**src/rtl/a_rf_pkg.sv**
```systemverilog
// Shared types and constants for the A-operand register file and its loader.
package a_rf_pkg;

  localparam int unsigned RF_DEPTH  = 8;
  localparam int unsigned RF_ADDR_W = $clog2(RF_DEPTH);
  localparam int unsigned DATA_W    = 30;
  localparam int unsigned LEN_W     = 4;

  typedef enum logic [2:0] {
    ST_IDLE   = 3'd0,
    ST_LOAD   = 3'd1,
    ST_SETTLE = 3'd2,
    ST_READ   = 3'd3,
    ST_DONE   = 3'd4
  } state_e;

  typedef struct packed {
    logic [LEN_W-1:0] len;
    logic [LEN_W-1:0] reps;
    logic             mdr;
  } cfg_t;

  // A job is legal when 1 <= len <= RF_DEPTH, reps >= 1, and dual-read jobs
  // use an even length so every pair {RF[a+1], RF[a]} lies inside the load.
  function automatic logic cfg_is_legal(input logic [LEN_W-1:0] len,
                                        input logic [LEN_W-1:0] reps,
                                        input logic             mdr);
    logic ok;
    ok = (len != 4'd0) && (len <= LEN_W'(RF_DEPTH)) && (reps != 4'd0);
    if (mdr && len[0]) begin
      ok = 1'b0;
    end
    return ok;
  endfunction

endpackage

```
**src/rtl/a_rf_addr_gen.sv**
```systemverilog
// Down-counting RF read address generator: step 1 or 2, wraps to the start
// address at the end of each sweep and flags the last address of the last sweep.
module a_rf_addr_gen
  import a_rf_pkg::*;
(
  input  logic                 clk_i,
  input  logic                 rst_ni,
  input  logic                 start_i,
  input  logic                 adv_i,
  input  logic [LEN_W-1:0]     len_i,
  input  logic [LEN_W-1:0]     reps_i,
  input  logic                 step2_i,
  output logic [RF_ADDR_W-1:0] addr_o,
  output logic                 last_o
);

  logic [RF_ADDR_W-1:0] addr_q, addr_d;
  logic [LEN_W-1:0]     sweep_q, sweep_d;
  logic [RF_ADDR_W-1:0] start_addr_s;
  logic [RF_ADDR_W-1:0] step_s;
  logic                 sweep_end_s;

  // Oldest word sits at len-1; dual reads start one lower so addr+1 stays in range.
  assign start_addr_s = step2_i ? RF_ADDR_W'(len_i - 4'd2) : RF_ADDR_W'(len_i - 4'd1);
  assign step_s       = step2_i ? 3'd2 : 3'd1;
  assign sweep_end_s  = (addr_q == 3'd0);
  assign last_o       = sweep_end_s && (sweep_q == (reps_i - 4'd1));
  assign addr_o       = addr_q;

  // Next address / sweep count: load on start, step down or wrap on advance, else hold.
  always_comb begin
    addr_d  = addr_q;
    sweep_d = sweep_q;
    if (start_i) begin
      addr_d  = start_addr_s;
      sweep_d = 4'd0;
    end else if (adv_i) begin
      if (sweep_end_s) begin
        addr_d  = start_addr_s;
        sweep_d = sweep_q + 4'd1;
      end else begin
        addr_d  = addr_q - step_s;
        sweep_d = sweep_q;
      end
    end else begin
      addr_d  = addr_q;
      sweep_d = sweep_q;
    end
  end

  // Address and sweep registers.
  always_ff @(posedge clk_i or negedge rst_ni) begin
    if (!rst_ni) begin
      addr_q  <= 3'd0;
      sweep_q <= 4'd0;
    end else begin
      addr_q  <= addr_d;
      sweep_q <= sweep_d;
    end
  end

endmodule

```
**src/rtl/a_rf_loader.sv**
```systemverilog
// Loads a programmed number of stream words into the A shift RF, then walks
// the RF read address for a programmed number of sweeps, flagging each valid
// multiplier operand cycle.
module a_rf_loader
  import a_rf_pkg::*;
(
  input  logic                 CLK,
  input  logic                 RSTN,
  input  logic                 cfg_start,
  input  logic [LEN_W-1:0]     cfg_len,
  input  logic                 cfg_mdr,
  input  logic [LEN_W-1:0]     cfg_reps,
  input  logic                 cfg_abort,
  input  logic                 s_valid,
  input  logic [DATA_W-1:0]    s_data,
  output logic                 s_ready,
  output logic [DATA_W-1:0]    A,
  output logic                 RF_load,
  output logic                 MDR,
  output logic [RF_ADDR_W-1:0] A_addr,
  output logic                 mult_valid,
  output logic                 busy,
  output logic                 done,
  output logic                 cfg_err
);

  state_e              state_q;
  cfg_t                cfg_q;
  logic [LEN_W-1:0]    acc_cnt_q;
  logic [DATA_W-1:0]   a_q;
  logic                rf_load_q;
  logic                mdr_q;
  logic                mult_valid_q;
  logic                s_ready_q;
  logic                busy_q;
  logic                done_q;
  logic                cfg_err_q;

  logic                accept_s;
  logic                ag_start_s;
  logic                ag_adv_s;
  logic                ag_last_s;
  logic [RF_ADDR_W-1:0] ag_addr_s;

  assign accept_s = s_valid & s_ready_q;

  // The generator is primed during SETTLE so the first READ cycle already
  // shows the start address; abort freezes it so A_addr holds.
  assign ag_start_s = (state_q == ST_SETTLE) && !cfg_abort;
  assign ag_adv_s   = (state_q == ST_READ) && !ag_last_s && !cfg_abort;

  a_rf_addr_gen u_addr_gen (
    .clk_i   (CLK),
    .rst_ni  (RSTN),
    .start_i (ag_start_s),
    .adv_i   (ag_adv_s),
    .len_i   (cfg_q.len),
    .reps_i  (cfg_q.reps),
    .step2_i (cfg_q.mdr),
    .addr_o  (ag_addr_s),
    .last_o  (ag_last_s)
  );

  // Control FSM with all outputs registered; abort overrides every transition.
  always_ff @(posedge CLK or negedge RSTN) begin
    if (!RSTN) begin
      state_q      <= ST_IDLE;
      cfg_q        <= '0;
      acc_cnt_q    <= 4'd0;
      a_q          <= '0;
      rf_load_q    <= 1'b0;
      mdr_q        <= 1'b0;
      mult_valid_q <= 1'b0;
      s_ready_q    <= 1'b0;
      busy_q       <= 1'b0;
      done_q       <= 1'b0;
      cfg_err_q    <= 1'b0;
    end else begin
      rf_load_q <= 1'b0;
      done_q    <= 1'b0;
      cfg_err_q <= 1'b0;
      if (cfg_abort) begin
        state_q      <= ST_IDLE;
        s_ready_q    <= 1'b0;
        mult_valid_q <= 1'b0;
        mdr_q        <= 1'b0;
        busy_q       <= 1'b0;
      end else begin
        case (state_q)
          ST_IDLE: begin
            if (cfg_start) begin
              if (cfg_is_legal(cfg_len, cfg_reps, cfg_mdr)) begin
                cfg_q.len  <= cfg_len;
                cfg_q.reps <= cfg_reps;
                cfg_q.mdr  <= cfg_mdr;
                acc_cnt_q  <= 4'd0;
                s_ready_q  <= 1'b1;
                busy_q     <= 1'b1;
                state_q    <= ST_LOAD;
              end else begin
                cfg_err_q <= 1'b1;
              end
            end
          end
          ST_LOAD: begin
            if (accept_s) begin
              a_q       <= s_data;
              rf_load_q <= 1'b1;
              acc_cnt_q <= acc_cnt_q + 4'd1;
              // Dropping ready on the final accept edge guarantees no extra word.
              if ((acc_cnt_q + 4'd1) == cfg_q.len) begin
                s_ready_q <= 1'b0;
                mdr_q     <= cfg_q.mdr;
                state_q   <= ST_SETTLE;
              end
            end
          end
          ST_SETTLE: begin
            mult_valid_q <= 1'b1;
            state_q      <= ST_READ;
          end
          ST_READ: begin
            if (ag_last_s) begin
              mult_valid_q <= 1'b0;
              mdr_q        <= 1'b0;
              done_q       <= 1'b1;
              state_q      <= ST_DONE;
            end
          end
          ST_DONE: begin
            busy_q  <= 1'b0;
            state_q <= ST_IDLE;
          end
          default: begin
            s_ready_q    <= 1'b0;
            mult_valid_q <= 1'b0;
            mdr_q        <= 1'b0;
            busy_q       <= 1'b0;
            state_q      <= ST_IDLE;
          end
        endcase
      end
    end
  end

  assign s_ready    = s_ready_q;
  assign A          = a_q;
  assign RF_load    = rf_load_q;
  assign MDR        = mdr_q;
  assign A_addr     = ag_addr_s;
  assign mult_valid = mult_valid_q;
  assign busy       = busy_q;
  assign done       = done_q;
  assign cfg_err    = cfg_err_q;

endmodule

```
**config.mk**
```make
export PLATFORM = sky130hd
export DESIGN_NAME = a_rf_loader
export DESIGN_NICKNAME = d
export VERILOG_FILES = /design/src/rtl/a_rf_pkg.sv /design/src/rtl/a_rf_addr_gen.sv /design/src/rtl/a_rf_loader.sv
export SDC_FILE = /design/constraint.sdc
export NUM_CORES = 1
export LEC_CHECK = 0
export CORE_MARGIN = 3
export CORE_UTILIZATION = 47
export CTS_BUF_LIST = sky130_fd_sc_hd__clkbuf_4 sky130_fd_sc_hd__clkbuf_8 sky130_fd_sc_hd__clkbuf_16
export CTS_CLUSTER_DIAMETER = 30
export CTS_CLUSTER_SIZE = 28
export DETAILED_ROUTE_END_ITERATION = 16
export PLACE_DENSITY = 0.76
export SLEW_MARGIN = 20
export SYNTH_ARGS = -nofsm -noshare
export SYNTH_HDL_FRONTEND = slang
export SYNTH_SLANG_ARGS = --single-unit
```
**constraint.sdc**
```tcl
create_clock -name CLK -period 2.8 [get_ports CLK]
set_clock_uncertainty 0.15 [all_clocks]
set_input_delay 0.42 -clock CLK [delete_from_list [all_inputs] [get_ports CLK]]
set_output_delay 0.42 -clock CLK [all_outputs]
set_load 0.03 [all_outputs]
```
Yosys cells after proc, flatten, opt, wreduce, memory -nomap -nowiden
Index checks and enable logic that the tools add are counted.
{"block": "totals", "wordCells": 119, "input_bits": 44, "reg_bits": 60}
{"block": "op_classes", "n_eq_ne": 18, "muxes": 48, "order_cmp": 1, "bitwise": 2, "reduce_logical": 29, "n_addsub": 6}
{"cell": "two-way mux 3 bit", "count": 10}
{"cell": "two-way mux 1 bit", "count": 25}
{"cell": "two-way mux 4 bit", "count": 6}
{"cell": "!= test 3 bit (second input constant)", "count": 5}
{"cell": "AND reduction 5 bit", "count": 3}
{"cell": "one-hot mux 3 bit (4 select lines)", "count": 1}
{"cell": "OR reduction 3 bit", "count": 4}
{"cell": "one-hot mux 1 bit (3 select lines)", "count": 3}
{"cell": "adder 4 x 1 -> 4 bit (second input constant)", "count": 2}
{"cell": "equality test 4 bit", "count": 2}
{"cell": "!= test 2 x 1 -> 1 bit (second input constant)", "count": 4}
{"cell": "one-hot mux 4 bit (2 select lines)", "count": 1}
{"cell": "AND reduction 4 bit", "count": 2}
{"cell": "nonzero test 4 bit", "count": 2}
{"cell": "logical AND 1 bit", "count": 7}
{"cell": "equality test 3 x 2 -> 1 bit (second input constant)", "count": 2}
{"cell": "logical NOT 3 bit", "count": 2}
{"cell": "!= test 2 bit (second input constant)", "count": 3}
{"cell": "AND reduction 3 bit", "count": 2}
{"cell": "nonzero test 2 bit", "count": 3}
{"cell": "<= comparator 4 bit (second input constant)", "count": 1}
{"cell": "AND reduction 2 bit", "count": 2}
{"cell": "subtractor 4 x 1 -> 4 bit (second input constant)", "count": 1}
{"cell": "equality test 3 x 1 -> 1 bit (second input constant)", "count": 1}
{"cell": "other kinds (9)", "count": 10}

Depth between registers and ports, before layout
Gate-level depths: netlist of run 1.
{"block": "logic_depth", "depth_word": 11, "depth_mapped": 7, "depth_no_buf": 7}

Hierarchy
Synthesis of run 1 repeated with hierarchy kept, for this count alone.
{"block": "unflattened", "hier_cells": 296, "hier_area_um2": 2876.5}
{"mod": "a_rf_loader", "seq_area_each_um2": 1326.3, "area_each_um2": 2311.0, "n_inst": 1, "cells_each": 232}
{"mod": "a_rf_addr_gen", "seq_area_each_um2": 175.2, "area_each_um2": 565.5, "n_inst": 1, "cells_each": 64}

Least setup slack after synthesis of run 1
Ideal clock, no wire load.
{"block": "synth_path", "kind": "register -> register", "start": "reg cfg_q[1] (netlist name)", "end": "reg mdr_q, in the netlist MDR", "t_required_ps": 2524, "path_stages_with_launch": 8, "setup_slack_ps": 600, "path_buffers": 0, "arrival_time_ps": 1924, "synth_period_minus_slack_ps": 2200, "cell_sequence": "dfrtp_1 inv_1 ha_1 xor2_1 nand3_4 o31ai_4 a21bo_2 a221o_1"}
{"block": "synth_via", "elab_chain_len": 5}
{"item": "start, declared", "line_no": "a_rf_loader.sv:28", "source": "cfg_t cfg_q;"}
{"item": "subtractor 4 x 1 -> 4 bit", "line_no": "a_rf_addr_gen.sv:27", "source": "assign last_o = sweep_end_s && (sweep_q == (reps_i - 4'd1));"}
{"item": "equality test 4 bit", "line_no": "a_rf_addr_gen.sv:27"}
{"item": "logical AND 1 bit", "line_no": "a_rf_addr_gen.sv:27"}
{"item": "!= test 3 bit (no source line)"}
{"item": "AND reduction 4 bit (no source line)"}
{"item": "end signal, assigned", "line_no": "a_rf_loader.sv:113", "source": "mdr_q <= cfg_q.mdr;"}
{"item": "end, declared", "line_no": "a_rf_loader.sv:32", "source": "logic mdr_q;"}
Every way passes these cells.
A chain may end at the register's enable or synchronous reset.

Worst setup path after layout of run 1
Same ends and word-level chain as after synthesis.

==> run summary, run 1 <==
YS warnings: 0
utilization after layout: 0.7041
CTS max path bufs: 2
maximum VDD drop: 715.2 uV
synth cell count leaders: dfrtp_1 (60), mux2_2 (26), nor2_1 (15)
Tightest Hold Check Type: input port to asynchronous set/reset pin
Power Dens Cells: 970.3 mW/mm^2
Buffers on Ports: 83
Skew-Pair Late Insertion Delay: 0.34 ns
Clk network pwr share: 0.211
status: complete, no violations
worst reg2reg path depth: 7
register bit total from synthesis: 60
I/O pin count: 84
top_reg_cell synth: dfrtp_1
grt ovf: 0
Final Hold Fails: 0
RR Endpoint: MDR$_DFFE_PN0P_
met3 wire len: 285 um
Reg clk slew, reported paths: 0.07 ns
vias in the first global route: 2,138
asr flop ratio synth: 1.000
WL met1: 2729 um
Mapped Cells: 233
Crit path largest cell delay: 0.40 ns
# rows: 27
sequential fraction of the synthesis area: 0.5296
FF-to-FF Start: cfg_q[1]$_DFFE_PN0P_
GP Congestion: 0.8760
number of routed nets with antenna violations: 0
WL/cell: 15.77 um
Max FO, Critical Path: 4
leakage power: 0.001708 uW
largest net degree at the start of global routing: 36
CTS tree: yes
share of Yosys cell area claimed by the top area cell type: 0.5296
crit start category: flop
DRC Markers: 0
P_sw: 1447 uW
Synthesized Nets: 283
WL met2: 3180 um
TritonRoute pass-1 iters: 4
final net count: 376
setup bufs post-CTS: 0
final setup violation count: 0
Flop pwr share: 0.350
setup_tns: 0 ns
die height: 83.67 um
Max-slew headroom: 0.6251
crit path cell chain: inv_1, ha_1, xor2_1, nand3_4, o31ai_4, a21bo_2, a221o_1
vias: 2,128
Yosys top cell by area: dfrtp_1
Int Pwr: 2430 uW
Max Freq: 0.4233 GHz
Yosys cell types: 53
Crit Path Class: flop to flop
synth top area cells: dfrtp_1 (53%), mux2_2 (10%), mux2_1 (3.6%)
Die Area: 0.007001 sq mm
Area Overhead vs Synth: 40.95%
CTS Buf Count: 9
layout cells sized above 1: 0.1843
routed wire length: 6354 um
FF-to-FF setup slack: 0.44 ns
vias per cell: 5.280
Least-Margin Pin Slew: 0.5565 ns
Core Box Area: 0.005675 sq mm
initial antenna violation count: 0
WP data arrival: 2.44 ns
chip width: 83.67 um
number of synthesized flops with an enable pin: 0
final period utilization: 0.8437
final slew viol count: 0
mean post-synth cell area: 12.17 sq um
RSZ-0062 raised after global routing: no
# H-tree levels: 3
gr usage total: 0.1900
DR iter-0 viols: 148
post-detail-place hpwl: 4642 um
min cycle time layout: 2.362 ns
Initial Util: 0.4996
uppermost layer routed: met4
CP max-delay cell: dfrtp_1
Root Buffer Master: clkbuf_8
Logic pwr share: 0.439
number of clock sinks: 60
Critical Path RT: 2.88 ns
max-cap violation count: 0
global-route wire length before repair: 10,490 um
Synth Cell Area: 0.002835 sq mm
Worst setup EP type: flop
leading cell type by number of instances after synthesis: dfrtp_1
switching share of power: 0.3732
ant diodes: 0
-- logic make-up after synthesis --
group                    count (synthesis)  synth area share
buffers and inverters                   19           0.02780
adder cells (fa/ha/maj)                  6           0.02913
multiplexers                            36            0.1425
AND/OR/NAND/NOR                         54            0.1117
AO/OA/AOI/OAI                           43            0.1077
flip-flops                              60            0.5296
XOR/XNOR                                15           0.05163
-- final cells by class --
| class | count | area [sq um] |
|---|---|---|
| Fill cell | 428 | 1679 |
| Clock buffer | 13 | 166.4 |
| Sequential cell | 60 | 1501 |
| Tap cell | 72 | 90.09 |
| Inverter | 10 | 37.54 |
| Timing Repair Buffer | 91 | 900.9 |
| Clock inverter | 3 | 45.04 |
| Multi-Input combinational cell | 154 | 1255 |
-- worst max-delay path, delay by kind of cell, from the launching register on --
| family | cells | cell delay [ns] |
|---|---|---|
| AO/OA/AOI/OAI | 3 | 0.94 |
| adder cells (fa/ha/maj) | 1 | 0.30 |
| AND/OR/NAND/NOR | 1 | 0.14 |
| XOR/XNOR | 1 | 0.24 |
| flip-flops | 1 | 0.40 |
| buffers and inverters | 1 | 0.08 |
-- sequential cells by signal (all words and copies together), names as in the netlist --
name,cells
A,30
cfg_q,9
acc_cnt_q,4
u_addr_gen.sweep_q,4
state_q,3
u_addr_gen.addr_o,3
MDR,1
RF_load,1
busy,1
cfg_err,1
done,1
mult_valid,1
s_ready,1
-- timing repair --
item	4_1_cts	5_1_grt
endpoints found under the hold margin	4	0
gates resized for setup	0	0
hold buffers	1	0
-- per-stage QoR --
stage / total power (uW) / setup slack, ns / instance area [sq um] / cells / hold WS [ns]
after floorplan: 2377 / 0.6001 / 2835 / 233 / -0.02559
after global placement: 3030 / 0.3098 / 3775 / 386 / 0.09216
after detailed placement: 3078 / 0.2774 / 3775 / 386 / 0.09488
after CTS: 3921 / 0.4315 / 3996 / 403 / 0.2516
after global routing: 4091 / 0.3234 / 3996 / 403 / 0.2722
final: 3878 / 0.4376 / 3996 / 403 / 0.2838
-- worst max-delay path by stage --
| stage | startpoint | end | slack, ns |
|---|---|---|---|
| after floorplan | cfg_q[1]$_DFFE_PN0P_ | MDR$_DFFE_PN0P_ | 0.60 |
| after CTS | cfg_q[1]$_DFFE_PN0P_ | MDR$_DFFE_PN0P_ | 0.43 |
| after global routing | cfg_q[1]$_DFFE_PN0P_ | MDR$_DFFE_PN0P_ | 0.32 |
| after global placement | cfg_len[1] | cfg_q[8]$_DFFE_PN0P_ | 0.31 |
| after detailed placement | cfg_len[1] | cfg_q[8]$_DFFE_PN0P_ | 0.28 |
| final | cfg_q[1]$_DFFE_PN0P_ | MDR$_DFFE_PN0P_ | 0.44 |
-- metal layers --
metal | global-route usage | up-vias
met5 | 0 | -
met4 | 0.09357 | 0
met3 | 0.05035 | 13
met2 | 0.2979 | 49
met1 | 0.2430 | 1044
li1 | - | 1022
-- cell usage in the layout, fill, tap and decap left out, types with 2 or more instances in the layout --
master / Yosys / layout
a21oi_1: 7 / 7
a22o_1: 2 / 2
a31oi_1: 3 / 3
and2_1: 2 / 2
buf_4: 0 / 6
clkbuf_4: 0 / 2
clkbuf_8: 0 / 11
clkdlybuf4s50_1: 0 / 82
clkinvlp_4: 0 / 2
dfrtp_1: 60 / 60
ha_1: 5 / 5
inv_1: 10 / 10
mux2_1: 9 / 9
mux2_2: 26 / 26
nand2_1: 11 / 11
nand3_1: 3 / 3
nand3b_1: 2 / 2
nor2_1: 15 / 15
nor3_1: 3 / 3
nor4_1: 2 / 2
nor4b_1: 2 / 2
o211ai_1: 2 / 2
o21a_1: 3 / 3
o21ai_0: 5 / 5
o21ai_1: 7 / 7
o22ai_1: 3 / 3
xnor2_1: 9 / 9
xor2_1: 5 / 5
-- power groups by stage --
stage                     Sequential (uW)  Clock, uW  Combinational (uW)
after global routing                 1400        882                1810
after floorplan                      1800          0                 580
after CTS                            1360        841                1720
after global placement               1350          0                1680
after detailed placement             1370          0                1710
final                                1360        819                1700
(Power assumes the default switching activity.)
==> inputs of run 2 (changes only) <==
==> constraint.sdc (replaced) <==
create_clock -name CLK -period 2.24 [get_ports CLK]
set_clock_uncertainty 0.15 [all_clocks]
set_input_delay 0.336 -clock CLK [delete_from_list [all_inputs] [get_ports CLK]]
set_output_delay 0.336 -clock CLK [all_outputs]
set_load 0.03 [all_outputs]
==> run summary, run 2 (synthesis gave the netlist of run 1 again) <==
status: complete, no violations
crit start category: flop
Core Box Area: 0.005675 sq mm
global-route wire length before repair: 11,250 um
Reg clk slew, reported paths: 0.07 ns
CTS Buf Count: 9
final slew viol count: 0
Reg area: 0.001501 sq mm
Max Freq: 0.4672 GHz
Skew-Pair Late Insertion Delay: 0.33 ns
leading cell type in the layout, fill and taps excluded: clkdlybuf4s50_1
Crit Path Class: flop to flop
DRC Markers: 0
post-route cell area: 0.004113 sq mm
number of routed nets with antenna violations: 0
Max FO, Critical Path: 3
maximum VDD drop: 741.5 uV
Area Overhead vs Synth: 45.06%
Largest register FFs: 30
Buffers on Ports: 83
vias per cell: 5.447
Final Hold Fails: 0
commonest cells after routing, fill and taps aside: clkdlybuf4s50_1 (82), dfrtp_1 (60), mux2_2 (26)
initial antenna violation count: 0
CTS max path bufs: 2
Die Area: 0.007001 sq mm
Power Dens Cells: 1193 mW/mm^2
# rows: 27
Root Buffer Master: clkbuf_8
area of the multi-input gates: 0.001264 sq mm
final setup violation count: 0
FF-to-FF setup slack: 0.1 ns
Fillers: 411
TritonRoute pass-1 iters: 6
post-detail-place hpwl: 5162 um
WL met2: 3449 um
final net count: 389
vias: 2,255
die height: 83.67 um
gr usage total: 0.2033
layout cells sized above 1: 0.2135
I/O pin count: 84
utilization after layout: 0.7246
largest net degree at the start of global routing: 61
met3 wire len: 342 um
uppermost layer routed: met4
# H-tree levels: 3
Worst setup EP type: flop
Max-slew headroom: 0.5668
vias in the first global route: 2,314
ant diodes: 0
chip width: 83.67 um
DR iter-0 viols: 111
Critical Path RT: 2.30 ns
max-cap violation count: 0
WL met1: 2785 um
min cycle time layout: 2.141 ns
WL/cell: 16.45 um
Initial Util: 0.4996
Tightest Hold Check Type: flop to flop
leakage power: 0.001782 uW
WP data arrival: 2.20 ns
CTS tree: yes
placed cell areas: 0.003877 sq mm
grt ovf: 0
final period utilization: 0.9556
routed wire length: 6809 um
GP Congestion: 0.8664
Least-Margin Pin Slew: 0.6452 ns
number of clock sinks: 60
-- run 2: changes by cell type in the layout (fill, tap and decap cells not counted) --
cell | before | now
clkinvlp_4 | 2 | 0
a2111oi_0 | 1 | 0
xor2_2 | 0 | 1
o21ai_1 | 7 | 8
clkbuf_4 | 2 | 0
a2111oi_1 | 0 | 1
o21ai_0 | 5 | 4
buf_4 | 6 | 18
buf_12 | 1 | 2
xor2_1 | 5 | 4
clkbuf_8 | 11 | 13
-- run 2: final timing paths --
path	startpoint	depth (start not counted)	to
setup / recovery	cfg_q[2]$_DFFE_PN0P_	7	MDR$_DFFE_PN0P_
hold / removal	A[27]$_DFFE_PN0P_	1	A[27]$_DFFE_PN0P_
setup reg to reg	cfg_q[2]$_DFFE_PN0P_	7	MDR$_DFFE_PN0P_
hold reg to reg	A[27]$_DFFE_PN0P_	1	A[27]$_DFFE_PN0P_
max in group asynchronous	RSTN	3	acc_cnt_q[3]$_DFFE_PN0P_
min in group asynchronous	RSTN	3	busy$_DFFE_PN0P_
-- run 2: cell type report --
class,count,area share
Sequential cell,60,0.3651
Multi-Input combinational cell,154,0.3073
Timing Repair Buffer,104,0.2458
Clock buffer,13,0.04350
Tap cell,72,0.02190
Inverter,10,0.009127
Clock inverter,1,0.007301
-- run 2: power breakdown --
part	internal (uW)	switching (uW)	leakage, uW
clock	624	399	0.000108
sequential	1450	246	0.000775
combinational	1030	1170	0.000900
-- run 2: critical path, cell delays in order (launching register included) --
cell	delay, ns
dfrtp_1	0.36
inv_1	0.06
ha_1	0.31
xor2_2	0.19
nand3_4	0.11
o31ai_4	0.24
a21bo_2	0.27
a221o_1	0.34
-- run 2: layer usage --
metal	vias up	track usage
met5	-	0
met4	0	0.1096
met3	20	0.04640
met2	81	0.3427
met1	1115	0.2398
li1	1039	-
-- run 2: metrics by stage --
step                cells  setup WS [ns]  hold WS (ns)   TNS [ns]  total power, uW
floorplan             233        0.04014       -0.1096          0             2971
global placement      398       -0.02221        0.2176   -0.05735             3825
detailed placement    398        -0.1999        0.2189    -0.7425             3909
CTS                   413        0.03662        0.3420          0             4941
global route          414      -0.002115        0.3661  -0.002115             5164
finish                414        0.09940        0.3367          0             4908
-- run 2: timing repair --
item                                    4_1_cts  5_1_grt
setup buffers                                 0        1
endpoints found under the setup margin        1        2
pin swaps                                     0        1
hold endpoints to repair                     60        0
hold buffers                                  1        0
resized for setup                             1        2
==> inputs of run 3 (changes only) <==
--- a/config.mk
+++ b/config.mk
@@ -5,13 +5,14 @@
 export SDC_FILE = /design/constraint.sdc
 export NUM_CORES = 1
 export LEC_CHECK = 0
+export ABC_AREA = 1
 export CORE_MARGIN = 3
-export CORE_UTILIZATION = 47
-export CTS_BUF_LIST = sky130_fd_sc_hd__clkbuf_4 sky130_fd_sc_hd__clkbuf_8 sky130_fd_sc_hd__clkbuf_16
+export CORE_UTILIZATION = 49
+export CTS_BUF_LIST = sky130_fd_sc_hd__clkbuf_4
 export CTS_CLUSTER_DIAMETER = 30
 export CTS_CLUSTER_SIZE = 28
 export DETAILED_ROUTE_END_ITERATION = 16
-export PLACE_DENSITY = 0.76
+export PLACE_DENSITY = 0.78
 export SLEW_MARGIN = 20
 export SYNTH_ARGS = -nofsm -noshare
 export SYNTH_HDL_FRONTEND = slang
==> run summary, run 3 <==
Clk network pwr share: 0.134
Initial Util: 0.5247
met2 usage: 0.3398
number of synthesized flops with an enable pin: 0
sequential fraction of the synthesis area: 0.5042
Largest register FFs: 30
final net count: 521
routed wire length: 6967 um
GP Congestion: 0.8322
CTS tree: yes
placed cell areas: 0.003909 sq mm
Core Box Area: 0.005675 sq mm
CTS Hold Buffers Added: 1
DR iter-0 viols: 91
top_reg_cell synth: dfrtp_1
Synthesized Nets: 428
number of clock sinks: 60
gr usage total: 0.2084
Flop pwr share: 0.337
Max FO, Critical Path: 5
ant diodes: 0
number of routed nets with antenna violations: 0
Yosys top cell by area: dfrtp_1
synth top area cells: dfrtp_1 (50%), nand2_1 (21%), inv_1 (5.3%)
WP data arrival: 2.20 ns
Critical Path RT: 2.42 ns
share of Yosys cell area claimed by the top area cell type: 0.5042
leading cell type by number of instances after synthesis: nand2_1
RSZ-0062 raised after global routing: no
global routing usage on met1: 0.2568
Least-Margin Pin Slew: 0.5123 ns
GR met3 Demand/Resource: 0.05035
Worst setup EP type: flop
commonest cells after routing, fill and taps aside: nand2_1 (168), clkdlybuf4s50_1 (82), dfrtp_1 (60)
Synth Cell Area: 0.002978 sq mm
Skew-Pair Late Insertion Delay: 0.41 ns
post-detail-place hpwl: 5169 um
WL/cell: 12.71 um
layout cells sized above 1: 0.1050
Mapped Cells: 378
Crit Path Class: flop to flop
Max-slew headroom: 0.6580
final period utilization: 0.8990
post-CTS resize count: 0
switching share of power: 0.4501
Die Area: 0.007048 sq mm
GR peak layer: met2
TritonRoute pass-1 iters: 4
CTS max path bufs: 2
post-route cell area: 0.004054 sq mm
Power Dens Cells: 1371 mW/mm^2
vias: 2,677
final setup violation count: 0
# rows: 27
leading cell type in the layout, fill and taps excluded: nand2_1
Yosys cell types: 28
final slew viol count: 0
register bit total from synthesis: 60
Max Freq: 0.4966 GHz
Area Overhead vs Synth: 36.13%
crit start category: flop
die height: 83.96 um
grt ovf: 0
Logic pwr share: 0.529
vias in the first global route: 2,658
mean post-synth cell area: 7.878 sq um
asr flop ratio synth: 1.000
vias per cell: 4.885
global-route wire length before repair: 11,810 um
CTS Buf Count: 9
setup_tns: 0 ns
# H-tree levels: 3
maximum VDD drop: 775.7 uV
min cycle time layout: 2.014 ns
status: complete, no violations
DRC Markers: 0
chip width: 83.96 um
initial antenna violation count: 0
Final Hold Fails: 0
largest net degree at the start of global routing: 61
Tightest Hold Check Type: input port to asynchronous set/reset pin
Buffers on Ports: 83
setup bufs post-CTS: 0
P_sw: 2502 uW
Reg clk slew, reported paths: 0.11 ns
I/O pin count: 84
leakage power: 0.002059 uW
synth cell count leaders: nand2_1 (168), dfrtp_1 (60), inv_1 (42)
max-cap violation count: 0
Int Pwr: 3056 uW
YS warnings: 0
Root Buffer Master: clkbuf_4
-- run 3: changes by cell type in the layout (fill, tap and decap cells not counted), moves of 6 or more --
cell      delta
buf_4       -14
clkbuf_4     +9
clkbuf_8    -13
inv_1       +32
mux2_1       -9
mux2_2      -26
nand2_1    +157
nand3_1     +10
o21ai_2      +6
xnor2_1      -6
-- run 3: final timing paths --
kind,startpoint,to,slack (ns),cells after the start
max,cfg_q[1]$_DFFE_PN0P_,state_q[2]$_DFFE_PN0P_,0.23,13
min,RSTN,MDR$_DFFE_PN0P_,0.31,3
max reg2reg,cfg_q[1]$_DFFE_PN0P_,state_q[2]$_DFFE_PN0P_,0.23,13
min reg2reg,A[0]$_DFFE_PN0P_,A[0]$_DFFE_PN0P_,0.33,2
max in group asynchronous,RSTN,cfg_q[3]$_DFFE_PN0P_,1.37,3
min in group CLK,s_data[27],A[27]$_DFFE_PN0P_,0.31,3
-- run 3: logic make-up (layout without fill, tap and decap cells) --
logic type / after synthesis / count (layout) / synth area share
xor gates and xnor gates: 5 / 5 / 0.01471
DFF: 60 / 60 / 0.5042
adders and majority gates: 6 / 6 / 0.02773
AOI/OAI and AO/OA: 33 / 33 / 0.06807
buffers and inverters: 54 / 152 / 0.07647
and+or+nand+nor: 220 / 220 / 0.3088
-- run 3: power by group through the flow --
stage,logic (uW),clock network [uW],registers [uW]
final,2940,745,1870
after global routing,3220,808,1930
after CTS,2960,761,1870
after detailed placement,2950,0,1890
after global placement,2860,0,1880
after floorplan,1240,0,2490
-- run 3: per-stage QoR --
stage	power (uW)	hold slack [ns]	setup WS, ns	utilization	std cells
floorplan	3733	-0.1096	0.4628	-	378
global placement	4741	0.2155	0.2416	0.6887	531
detailed placement	4841	0.2167	0.2070	0.6887	531
CTS	5598	0.2891	0.2165	0.7143	548
global route	5962	0.2906	0.03069	0.7143	548
finish	5558	0.3080	0.2261	0.7143	548
-- run 3: area by class of cell --
cell class              instances  area, sq um
clock inverters                 7        67.56
repair buffers                 90        905.9
clock buffers                   9        67.56
flip-flops and latches         60         1501
multi-input cells             264         1249
fillers                       453         1622
inverters                      46        172.7
well taps                      72        90.09
-- run 3: routing by layer --
| layer | wire, um | share of wire |
|---|---|---|
| met1 | 3220 | 0.46 |
| met4 | 132 | 0.019 |
| met5 | 0 | 0 |
| met3 | 413 | 0.059 |
| met2 | 3201 | 0.46 |
-- run 3: critical path, cell delays in order, from the launching register on --
cell	delay (ns)
dfrtp_1	0.42
inv_1	0.06
ha_1	0.30
inv_1	0.06
nand2_1	0.04
nand2_1	0.06
nand3_1	0.09
nor2_1	0.10
nand2_1	0.12
nand2_2	0.15
nand2_1	0.08
nor2_1	0.13
nand2_1	0.06
nor2_1	0.12
